===== src/rtl/request_sequencer_if.sv =====
// request_sequencer_if: byte receive, sensor dispatch and byte transmit signals of the request sequencer
interface request_sequencer_if;
  logic rx_done;
  logic [7:0] rx_data;
  logic sensor_start;
  logic [7:0] sensor_request;
  logic [31:0] device_selector;
  logic sensor_done;
  logic sensor_error;
  logic [7:0] sensor_code;
  logic [7:0] sensor_data;
  logic tx_busy;
  logic tx_start;
  logic [7:0] tx_data;
  modport slave (
    input rx_done, rx_data, sensor_done, sensor_error, sensor_code, sensor_data, tx_busy,
    output sensor_start, sensor_request, device_selector, tx_start, tx_data
  );
  modport master (
    output rx_done, rx_data, sensor_done, sensor_error, sensor_code, sensor_data, tx_busy,
    input sensor_start, sensor_request, device_selector, tx_start, tx_data
  );
endinterface


===== src/rtl/request_sequencer.sv =====
// request_sequencer: assembles 2-byte client frames, runs one sensor transaction at a time, returns code/data
module request_sequencer #(
  parameter int unsigned BYTE_GAP_CYCLES = 5_000_000,
  parameter int unsigned TIMEOUT_CYCLES = 50_000_000,
  parameter logic [2:0] BASE_ADDR = 3'b001
) (
  input  logic clock,
  input  logic reset_n,
  request_sequencer_if.slave bus,
  output logic busy,
  output logic [7:0] dropped_count,
  output logic [2:0] debug_state
);
  typedef enum logic [2:0] {
    IDLE = 3'd0, WAIT_ADDR = 3'd1, DISPATCH = 3'd2, WAIT_SENSOR = 3'd3,
    SEND_CODE = 3'd4, SEND_DATA = 3'd5, WAIT_TX = 3'd6
  } state_t;
  state_t state, state_n;
  logic [7:0] request, request_n, address, address_n, code, code_n, data, data_n;
  logic [7:0] sensor_request_n, tx_data_n, dropped_n;
  logic [31:0] gap_cnt, gap_cnt_n, to_cnt, to_cnt_n, selector_n;
  logic sensor_start_n, tx_start_n, drop, tx_ready;
  // tx_start is high exactly during the guard cycle, so it masks tx_busy there
  assign tx_ready = !bus.tx_start && !bus.tx_busy;
  assign busy = state != IDLE;
  assign debug_state = state;
  always_comb begin
    state_n = state;
    request_n = request;
    address_n = address;
    code_n = code;
    data_n = data;
    gap_cnt_n = gap_cnt;
    to_cnt_n = to_cnt;
    selector_n = bus.device_selector;
    sensor_request_n = bus.sensor_request;
    tx_data_n = bus.tx_data;
    sensor_start_n = 1'b0;
    tx_start_n = 1'b0;
    drop = bus.rx_done && state != IDLE && state != WAIT_ADDR;
    case (state)
      IDLE: if (bus.rx_done) begin
        request_n = bus.rx_data;
        gap_cnt_n = '0;
        state_n = WAIT_ADDR;
      end
      WAIT_ADDR: if (bus.rx_done) begin
        address_n = bus.rx_data;
        state_n = DISPATCH;
      end else if (gap_cnt == BYTE_GAP_CYCLES - 1) begin
        drop = 1'b1;
        state_n = IDLE;
      end else gap_cnt_n = gap_cnt + 32'd1;
      DISPATCH: if (address[7:5] == BASE_ADDR) begin
        selector_n = 32'd1 << address[4:0];
        sensor_request_n = request;
        sensor_start_n = 1'b1;
        to_cnt_n = '0;
        state_n = WAIT_SENSOR;
      end else begin
        code_n = 8'hFF;
        data_n = address;
        state_n = SEND_CODE;
      end
      WAIT_SENSOR: if (bus.sensor_done || to_cnt == TIMEOUT_CYCLES - 1) begin
        code_n = !bus.sensor_done ? 8'hFE : bus.sensor_error ? 8'hFD : bus.sensor_code;
        data_n = (!bus.sensor_done || bus.sensor_error) ? 8'h00 : bus.sensor_data;
        selector_n = '0;
        state_n = SEND_CODE;
      end else to_cnt_n = to_cnt + 32'd1;
      SEND_CODE: if (tx_ready) begin
        tx_start_n = 1'b1;
        tx_data_n = code;
        state_n = SEND_DATA;
      end
      SEND_DATA: if (tx_ready) begin
        tx_start_n = 1'b1;
        tx_data_n = data;
        state_n = WAIT_TX;
      end
      WAIT_TX: if (tx_ready) state_n = IDLE;
      default: state_n = IDLE;
    endcase
    dropped_n = (drop && dropped_count != 8'hFF) ? dropped_count + 8'd1 : dropped_count;
  end
  always_ff @(posedge clock) begin
    if (!reset_n) begin
      state <= IDLE;
      request <= '0;
      address <= '0;
      code <= '0;
      data <= '0;
      gap_cnt <= '0;
      to_cnt <= '0;
      dropped_count <= '0;
      bus.device_selector <= '0;
      bus.sensor_request <= '0;
      bus.sensor_start <= 1'b0;
      bus.tx_start <= 1'b0;
      bus.tx_data <= '0;
    end else begin
      state <= state_n;
      request <= request_n;
      address <= address_n;
      code <= code_n;
      data <= data_n;
      gap_cnt <= gap_cnt_n;
      to_cnt <= to_cnt_n;
      dropped_count <= dropped_n;
      bus.device_selector <= selector_n;
      bus.sensor_request <= sensor_request_n;
      bus.sensor_start <= sensor_start_n;
      bus.tx_start <= tx_start_n;
      bus.tx_data <= tx_data_n;
    end
  end
endmodule


===== src/flat_wrapper.sv =====
// flat-port wrapper written by rule: the top's interface ports become plain ports
module request_sequencer_flat 
#(
  parameter int unsigned BYTE_GAP_CYCLES = 5_000_000,
  parameter int unsigned TIMEOUT_CYCLES = 50_000_000,
  parameter logic [2:0] BASE_ADDR = 3'b001
)
  (clock, reset_n, busy, dropped_count, debug_state, bus_rx_done, bus_rx_data, bus_sensor_done, bus_sensor_error, bus_sensor_code, bus_sensor_data, bus_tx_busy, bus_sensor_start, bus_sensor_request, bus_device_selector, bus_tx_start, bus_tx_data);
  request_sequencer_if bus_i ();
  input  logic clock;
  input  logic reset_n;
  output logic busy;
  output logic [7:0] dropped_count;
  output logic [2:0] debug_state;
  input wire logic [$bits(bus_i.rx_done)-1:0] bus_rx_done;
  input wire logic [$bits(bus_i.rx_data)-1:0] bus_rx_data;
  input wire logic [$bits(bus_i.sensor_done)-1:0] bus_sensor_done;
  input wire logic [$bits(bus_i.sensor_error)-1:0] bus_sensor_error;
  input wire logic [$bits(bus_i.sensor_code)-1:0] bus_sensor_code;
  input wire logic [$bits(bus_i.sensor_data)-1:0] bus_sensor_data;
  input wire logic [$bits(bus_i.tx_busy)-1:0] bus_tx_busy;
  output wire logic [$bits(bus_i.sensor_start)-1:0] bus_sensor_start;
  output wire logic [$bits(bus_i.sensor_request)-1:0] bus_sensor_request;
  output wire logic [$bits(bus_i.device_selector)-1:0] bus_device_selector;
  output wire logic [$bits(bus_i.tx_start)-1:0] bus_tx_start;
  output wire logic [$bits(bus_i.tx_data)-1:0] bus_tx_data;
  assign bus_i.rx_done = bus_rx_done;
  assign bus_i.rx_data = bus_rx_data;
  assign bus_i.sensor_done = bus_sensor_done;
  assign bus_i.sensor_error = bus_sensor_error;
  assign bus_i.sensor_code = bus_sensor_code;
  assign bus_i.sensor_data = bus_sensor_data;
  assign bus_i.tx_busy = bus_tx_busy;
  assign bus_sensor_start = bus_i.sensor_start;
  assign bus_sensor_request = bus_i.sensor_request;
  assign bus_device_selector = bus_i.device_selector;
  assign bus_tx_start = bus_i.tx_start;
  assign bus_tx_data = bus_i.tx_data;
  request_sequencer #(.BYTE_GAP_CYCLES(BYTE_GAP_CYCLES), .TIMEOUT_CYCLES(TIMEOUT_CYCLES), .BASE_ADDR(BASE_ADDR)) u_core (.clock(clock), .reset_n(reset_n), .bus(bus_i), .busy(busy), .dropped_count(dropped_count), .debug_state(debug_state));
endmodule

===== config.mk =====
export PLATFORM = sky130hd
export DESIGN_NAME = request_sequencer_flat
export DESIGN_NICKNAME = d
export VERILOG_FILES = /design/src/rtl/request_sequencer_if.sv /design/src/rtl/request_sequencer.sv /design/src/flat_wrapper.sv
export SDC_FILE = /design/constraint.sdc
export NUM_CORES = 1
export LEC_CHECK = 0
export CORE_MARGIN = 10
export CORE_UTILIZATION = 45
export CTS_BUF_LIST = sky130_fd_sc_hd__clkbuf_8
export DETAILED_ROUTE_END_ITERATION = 12
export HOLD_SLACK_MARGIN = 0.03
export PLACE_DENSITY = 0.7
export REMOVE_ABC_BUFFERS = 1
export SYNTH_ARGS = -nofsm -noshare
export SYNTH_HDL_FRONTEND = slang
export SYNTH_SLANG_ARGS = --single-unit

===== constraint.sdc =====
create_clock -name clock -period 2.3 [get_ports clock]
set_clock_uncertainty 0.1 [all_clocks]
set_input_delay 0.46 -clock clock [delete_from_list [all_inputs] [get_ports clock]]
set_output_delay 0.46 -clock clock [all_outputs]
set_load 0.05 [all_outputs]

# Yosys cells after proc, flatten, opt, wreduce, memory -nomap -nowiden
# Index checks and enable logic that the tools add are counted.
[classes]
reduce_logical = 26
add_sub_neg = 3
mux = 36
shift = 1
eq_ne = 22
[op_table]
columns = ["operator", "n"]
rows = [
  ["32-bit two-way mux", 7],
  ["32-bit case mux with 2 select lines", 3],
  ["8-bit two-way mux", 9],
  ["32-bit by 1-bit adder with 32-bit output, second input constant", 2],
  ["8-bit case mux with 2 select lines", 3],
  ["32-bit by 23-bit equality test with 1-bit output, second input constant", 1],
  ["32-bit by 26-bit equality test with 1-bit output, second input constant", 1],
  ["1-bit by 5-bit << shifter with 32-bit output, first input constant", 1],
  ["3-bit two-way mux", 8],
  ["3-bit case mux with 7 select lines", 1],
  ["3-bit AND reduction", 4],
  ["2-bit by 1-bit != test with 1-bit output, second input constant", 5],
  ["2-bit != test, second input constant", 5],
  ["2-bit AND reduction", 5],
  ["3-bit equality test, second input constant", 3],
  ["8-bit by 1-bit adder with 8-bit output, second input constant", 1],
  ["8-bit != test, second input constant", 1],
  ["3-bit by 1-bit equality test with 1-bit output, second input constant", 2],
  ["3-bit by 2-bit equality test with 1-bit output, second input constant", 2],
  ["6-bit AND reduction", 1],
  ["2-bit nonzero test", 3],
  ["1-bit two-way mux", 5],
  ["1-bit logical AND", 4],
  ["4-bit AND reduction", 1],
  ["other kinds (7)", 10],
]
[word_totals]
output_inout_bits = 62
regBits = 157
inputBits = 30
word_cells = 101

# Logic depth before layout (Yosys ltp)
# Gate-level depths: netlist (run 1).
[logic_depth]
ltp_word = 7
depth_mapped = 9
ltp_nobuf = 7

# Worst setup path after synthesis (run 1)
# No wires, ideal clock.
[synth_path]
path_type = "reg-to-reg"
startpoint = "register u_core.state[0] (netlist: u_core.debug_state[0])"
endpoint = "register u_core.gap_cnt[27]"
path_slack_ns = -0.544
arrival_ns = 2.628
setup_ns = 0.116
synth_period_minus_slack_ns = 2.844
required_time_ns = 2.084
stages_incl_launch_ff = 9
n_path_buf = 2
path_cell_list = "dfxtp_1 -> clkbuf_1 -> or4b_2 -> clkbuf_1 -> nor4_1 -> o311ai_1 -> nand2_1 -> a21oi_1 -> a31o_2"
[synth_between]
elab_chain_cells = 3
word_cells_on_any_way = 8
classes_between = "eq/ne (4); mux (1); reduce/logical (3)"
[synth_lines]
columns = ["element", "line", "source"]
rows = [
  ["from (decl)", "request_sequencer.sv:18", "state_t state, state_n;"],
  ["from (signal assigned)", "request_sequencer.sv:102", "state <= state_n;"],
  ["3-bit by 1-bit equality test with 1-bit output / 3-bit zero test (equally long branches)", "request_sequencer.sv:41", "case (state)"],
  ["2-bit != test (no line) / 2-bit nonzero test (equally long branches)", "n/a", ""],
  ["4-bit AND reduction (no line)", "n/a", ""],
  ["to (signal assigned)", "request_sequencer.sv:107", "gap_cnt <= gap_cnt_n;"],
  ["to (decl)", "request_sequencer.sv:21", "logic [31:0] gap_cnt, gap_cnt_n, to_cnt, to_cnt_n, selector_n;"],
]
# Several ways; a longest one is shown, not always the timed one.
# A chain may end at the register's enable or synchronous reset.

# Worst setup path after layout (run 1)
[layout_path]
startpoint = "register u_core.gap_cnt[15]"
endpoint = "register u_core.dropped_count[5]"
[layout_between]
elab_chain_cells = 5
[layout_lines]
columns = ["element", "line", "source"]
rows = [
  ["32-bit by 23-bit equality test with 1-bit output", "request_sequencer.sv:50", "end else if (gap_cnt == BYTE_GAP_CYCLES - 1) begin"],
  ["1-bit two-way mux", "request_sequencer.sv:50", ""],
  ["1-bit two-way mux", "request_sequencer.sv:47", "WAIT_ADDR: if (bus.rx_done) begin"],
  ["1-bit two-way mux", "request_sequencer.sv:41", ""],
  ["1-bit logical AND", "request_sequencer.sv:84", "dropped_n = (drop && dropped_count != 8'hFF) ? dropped_count + 8'd1 : dropped_count;"],
  ["to (signal assigned)", "request_sequencer.sv:109", "dropped_count <= dropped_n;"],
  ["to (decl)", "request_sequencer.sv:11", "output logic [7:0] dropped_count,"],
]
# Every way passes these cells.

==> results.toml, run 1 <==
[run_status]
status = "complete, but fails checks"
violations = "setup timing"

[critical_path]
ff2ff_path_depth = 6
crit_start = "u_core.gap_cnt[15]$_SDFFE_PN0P_"
cpPeakStageDelay_ps = 530
endpoint = "u_core.dropped_count[5]$_SDFFE_PN0P_"
cp.required_ps = 2600
cpMaxStageDelayCell = "or4b_4"
startpoint_type = "flip-flop"
critPathCaptureType = "flip-flop"
worstPathArrival_ps = 2790
r2r_slack_ps = -190
crit_path_cell_trace = "or4b_4, or4_4, nor4_4, o21ai_2, or4_1, a21oi_1"
worstReg2RegEnd = "u_core.dropped_count[5]$_SDFFE_PN0P_"
cp_max_fo = 5
criticalPathCategory = "reg -> reg"
rr_startpoint = "u_core.gap_cnt[15]$_SDFFE_PN0P_"

[final_layout]
fin_cells = 1244
syn2layout_area_growth_pct = 39.9
final_nets = 1053
diodes = 0
drive_gt1_frac = 0.243
reg_top3 = "u_core.bus.device_selector: 32 flops, u_core.gap_cnt: 32 flops, u_core.to_cnt: 32 flops"

[pwr]
power_density_nw_per_um2 = 571
p_total_mw = 5.65
ir_worst_vdd_v = 0.000379
power_leakage_nw = 3.76

[synthesis]
synthCells = 823
synth_compound_area_frac = 0.217
synth-seq-area-share = 0.445
synth_area_leader_cell = "dfxtp_1"
yosysTopAreaCellShare = 0.445
syn_area_per_cell_um2 = 8.59
yosysMostFrequentCell = "dfxtp_1"
ys_top_cells_by_area = "dfxtp_1 44%, nand2_1 5.9%, a21oi_1 3.2%"
synth_top_family_by_area = "simple AND/OR/NAND/NOR gates"
yosys.area_share.simple = 0.264
synth_xor_area_frac = 0.0235
synth-edff-count = 0
synth_warnings = 0
yosys-top-cells-count = "157 x dfxtp_1, 112 x nand2_1, 58 x nor2_1, 45 x a21oi_1, 44 x clkbuf_1"
synthArstFlopShare = 0
synth.mux.area_fraction = 0.0156
netlist-cell-type-count = 62
ys_ff_latch = 157
synthAdderAreaFrac = 0.00531
yosys_most_used_dff = "dfxtp_1"
synth_area_um2 = 7070

[global_routing]
grt_pass1_vias = 6376
grt-ovfl-total = 0
grt_max_degree = 33
grt_pass1_wl_mm = 32.6
antenna_found_initial = 1
grt.total_usage = 0.183

[placement]
dp_slack_ps = -732
port_buffers = 91
dpl.cell_count = 1190
gp_congestion = 0.871
dp_hpwl_mm = 14.3

[worst_hold_path]
hp-class = "in -> reg"
hold-path-cell-count = 3

[timing]
setup_ws_ps = -190
period_minus_slack_ps = 2490
finalSetupTns_ps = -3350
hold_slack_ps = 295
slew_viol_final = 0
period_share = 1.08
hold_viol = 0
setup_viol = 41
fmax_mhz = 402
rsz0062_at_grt = "yes"
worst_slew_pin_slew_ps = 626
max_slew_margin = 0.581

[routing]
detail_route.wl_per_cell_um = 16.6
ant_nets = 0
vias = 6955
drtIter0Drc = 397
viasPerCell = 5.59
first_pass_iters = 5
drc = 0
wl_mm = 20.7

[clock_tree]
worstSkewPairLatency_ps = 460
htree_levels = 4
cts_tree = "done"
cts_hold_buffers = 0
numCtsBuffers = 17
cts.sinks = 157
clockBufferDepth = 2
root_buffer = "clkbuf_8"
clk_pin_slew_worst_paths_ps = 100

[die]
core_area_um2 = 15300
die_y_um = 145
ios = 92
initial_utilization = 0.462
die_area_um2 = 21100
die_x_um = 145
row_count = 45

[flow_run]
drv_cap = 0
==> cell type report <==
class                      count  area, um^2
timing repair buffer         225        2030
sequential                   157        3160
multi-input combinational    610        3970
clock buffer                  17         234
inverter                       9        33.8
fill                        1310        5420
tap                          211         264
clock inverter                15         205
==> worst min-delay path by stage <==
stage | startpoint | endpoint
after global routing | reset_n | u_core.to_cnt[3]$_SDFFE_PN0P_
final | reset_n | u_core.to_cnt[3]$_SDFFE_PN0P_
after detailed placement | u_core.request[6]$_SDFFE_PN0P_ | u_core.bus.sensor_request[6]$_SDFFE_PN0P_
after floorplan | u_core.request[0]$_SDFFE_PN0P_ | u_core.bus.sensor_request[0]$_SDFFE_PN0P_
after CTS | reset_n | u_core.bus.tx_data[7]$_SDFFE_PN0P_
after global placement | u_core.request[1]$_SDFFE_PN0P_ | u_core.bus.sensor_request[1]$_SDFFE_PN0P_
==> cell usage in the layout, fill, tap and decap left out, drive strengths merged, types with 10 or more instances in the layout <==
| cell | instances |
|---|---|
| dfxtp | 157 |
| buf | 137 |
| nand2 | 112 |
| clkdlybuf4s50 | 79 |
| nor2 | 58 |
| a21oi | 45 |
| o21ai | 45 |
| nand3 | 29 |
| or3 | 26 |
| a21boi | 25 |
| a22o | 24 |
| nand4 | 20 |
| nor3 | 20 |
| clkbuf | 19 |
| and3 | 18 |
| nor4 | 17 |
| xnor2 | 14 |
| inv | 14 |
| mux2i | 11 |
| o221a | 11 |
| o211a | 10 |
| or4 | 10 |
==> cells by family (layout without fill, tap and decap cells) <==
kind of cell,Yosys count,in the layout
AOI/OAI and AO/OA,218,218
xor gates and xnor gates,19,19
adders and majority gates,3,3
buffers and inverters,56,266
DFF,157,157
muxes,11,11
and+or+nand+nor,359,359
==> what timing repair did <==
action / in CTS / in global routing
buffers inserted: 2 / 14
hold endpoints to repair: 0 / 0
pin swaps: 11 / 43
cloned: 3 / 4
setup endpoints to repair: 103 / 98
resized for setup: 43 / 55
==> metrics by stage <==
stage	utilization	area, um^2
floorplan	-	6890
global placement	0.585	8960
detailed placement	0.585	8960
CTS	0.623	9540
global route	0.646	9890
finish	0.646	9890
==> critical path: cells and delay by family, from the launching register on <==
family,cells,cell delay (ps)
AO/OA/AOI/OAI,2,260
AND/OR/NAND/NOR,4,1750
flip-flops,1,330
==> routing by layer <==
| metal | up-vias | wire length [um] | track usage |
|---|---|---|---|
| met5 | - | 13 | 0 |
| met1 | 3295 | 9770 | 0.245 |
| met2 | 174 | 9520 | 0.287 |
| met3 | 26 | 1090 | 0.0447 |
| met4 | 2 | 291 | 0.0526 |
| li1 | 3458 | - | - |
==> report_power, final <==
part           internal [mW]  switching, mW
clock                   1.11           1.16
sequential              2.76         0.0390
combinational          0.261          0.314
Power figures use the tool's default switching activity.
==> run 2, diff against run 1 <==
--- a/config.mk
+++ b/config.mk
@@ -12,6 +12,7 @@
 export HOLD_SLACK_MARGIN = 0.03
 export PLACE_DENSITY = 0.7
 export REMOVE_ABC_BUFFERS = 1
+export SLEW_MARGIN = 20
 export SYNTH_ARGS = -nofsm -noshare
 export SYNTH_HDL_FRONTEND = slang
 export SYNTH_SLANG_ARGS = --single-unit
==> results of run 2 <==
Final layout, timing and power as in run 1 (identical DEF).
==> run 3, diff against run 2 <==
--- a/config.mk
+++ b/config.mk
@@ -5,6 +5,7 @@
 export SDC_FILE = /design/constraint.sdc
 export NUM_CORES = 1
 export LEC_CHECK = 0
+export CAP_MARGIN = 20
 export CORE_MARGIN = 10
 export CORE_UTILIZATION = 45
 export CTS_BUF_LIST = sky130_fd_sc_hd__clkbuf_8
==> results of run 3 <==
Final layout, timing and power as in run 1 (identical DEF).
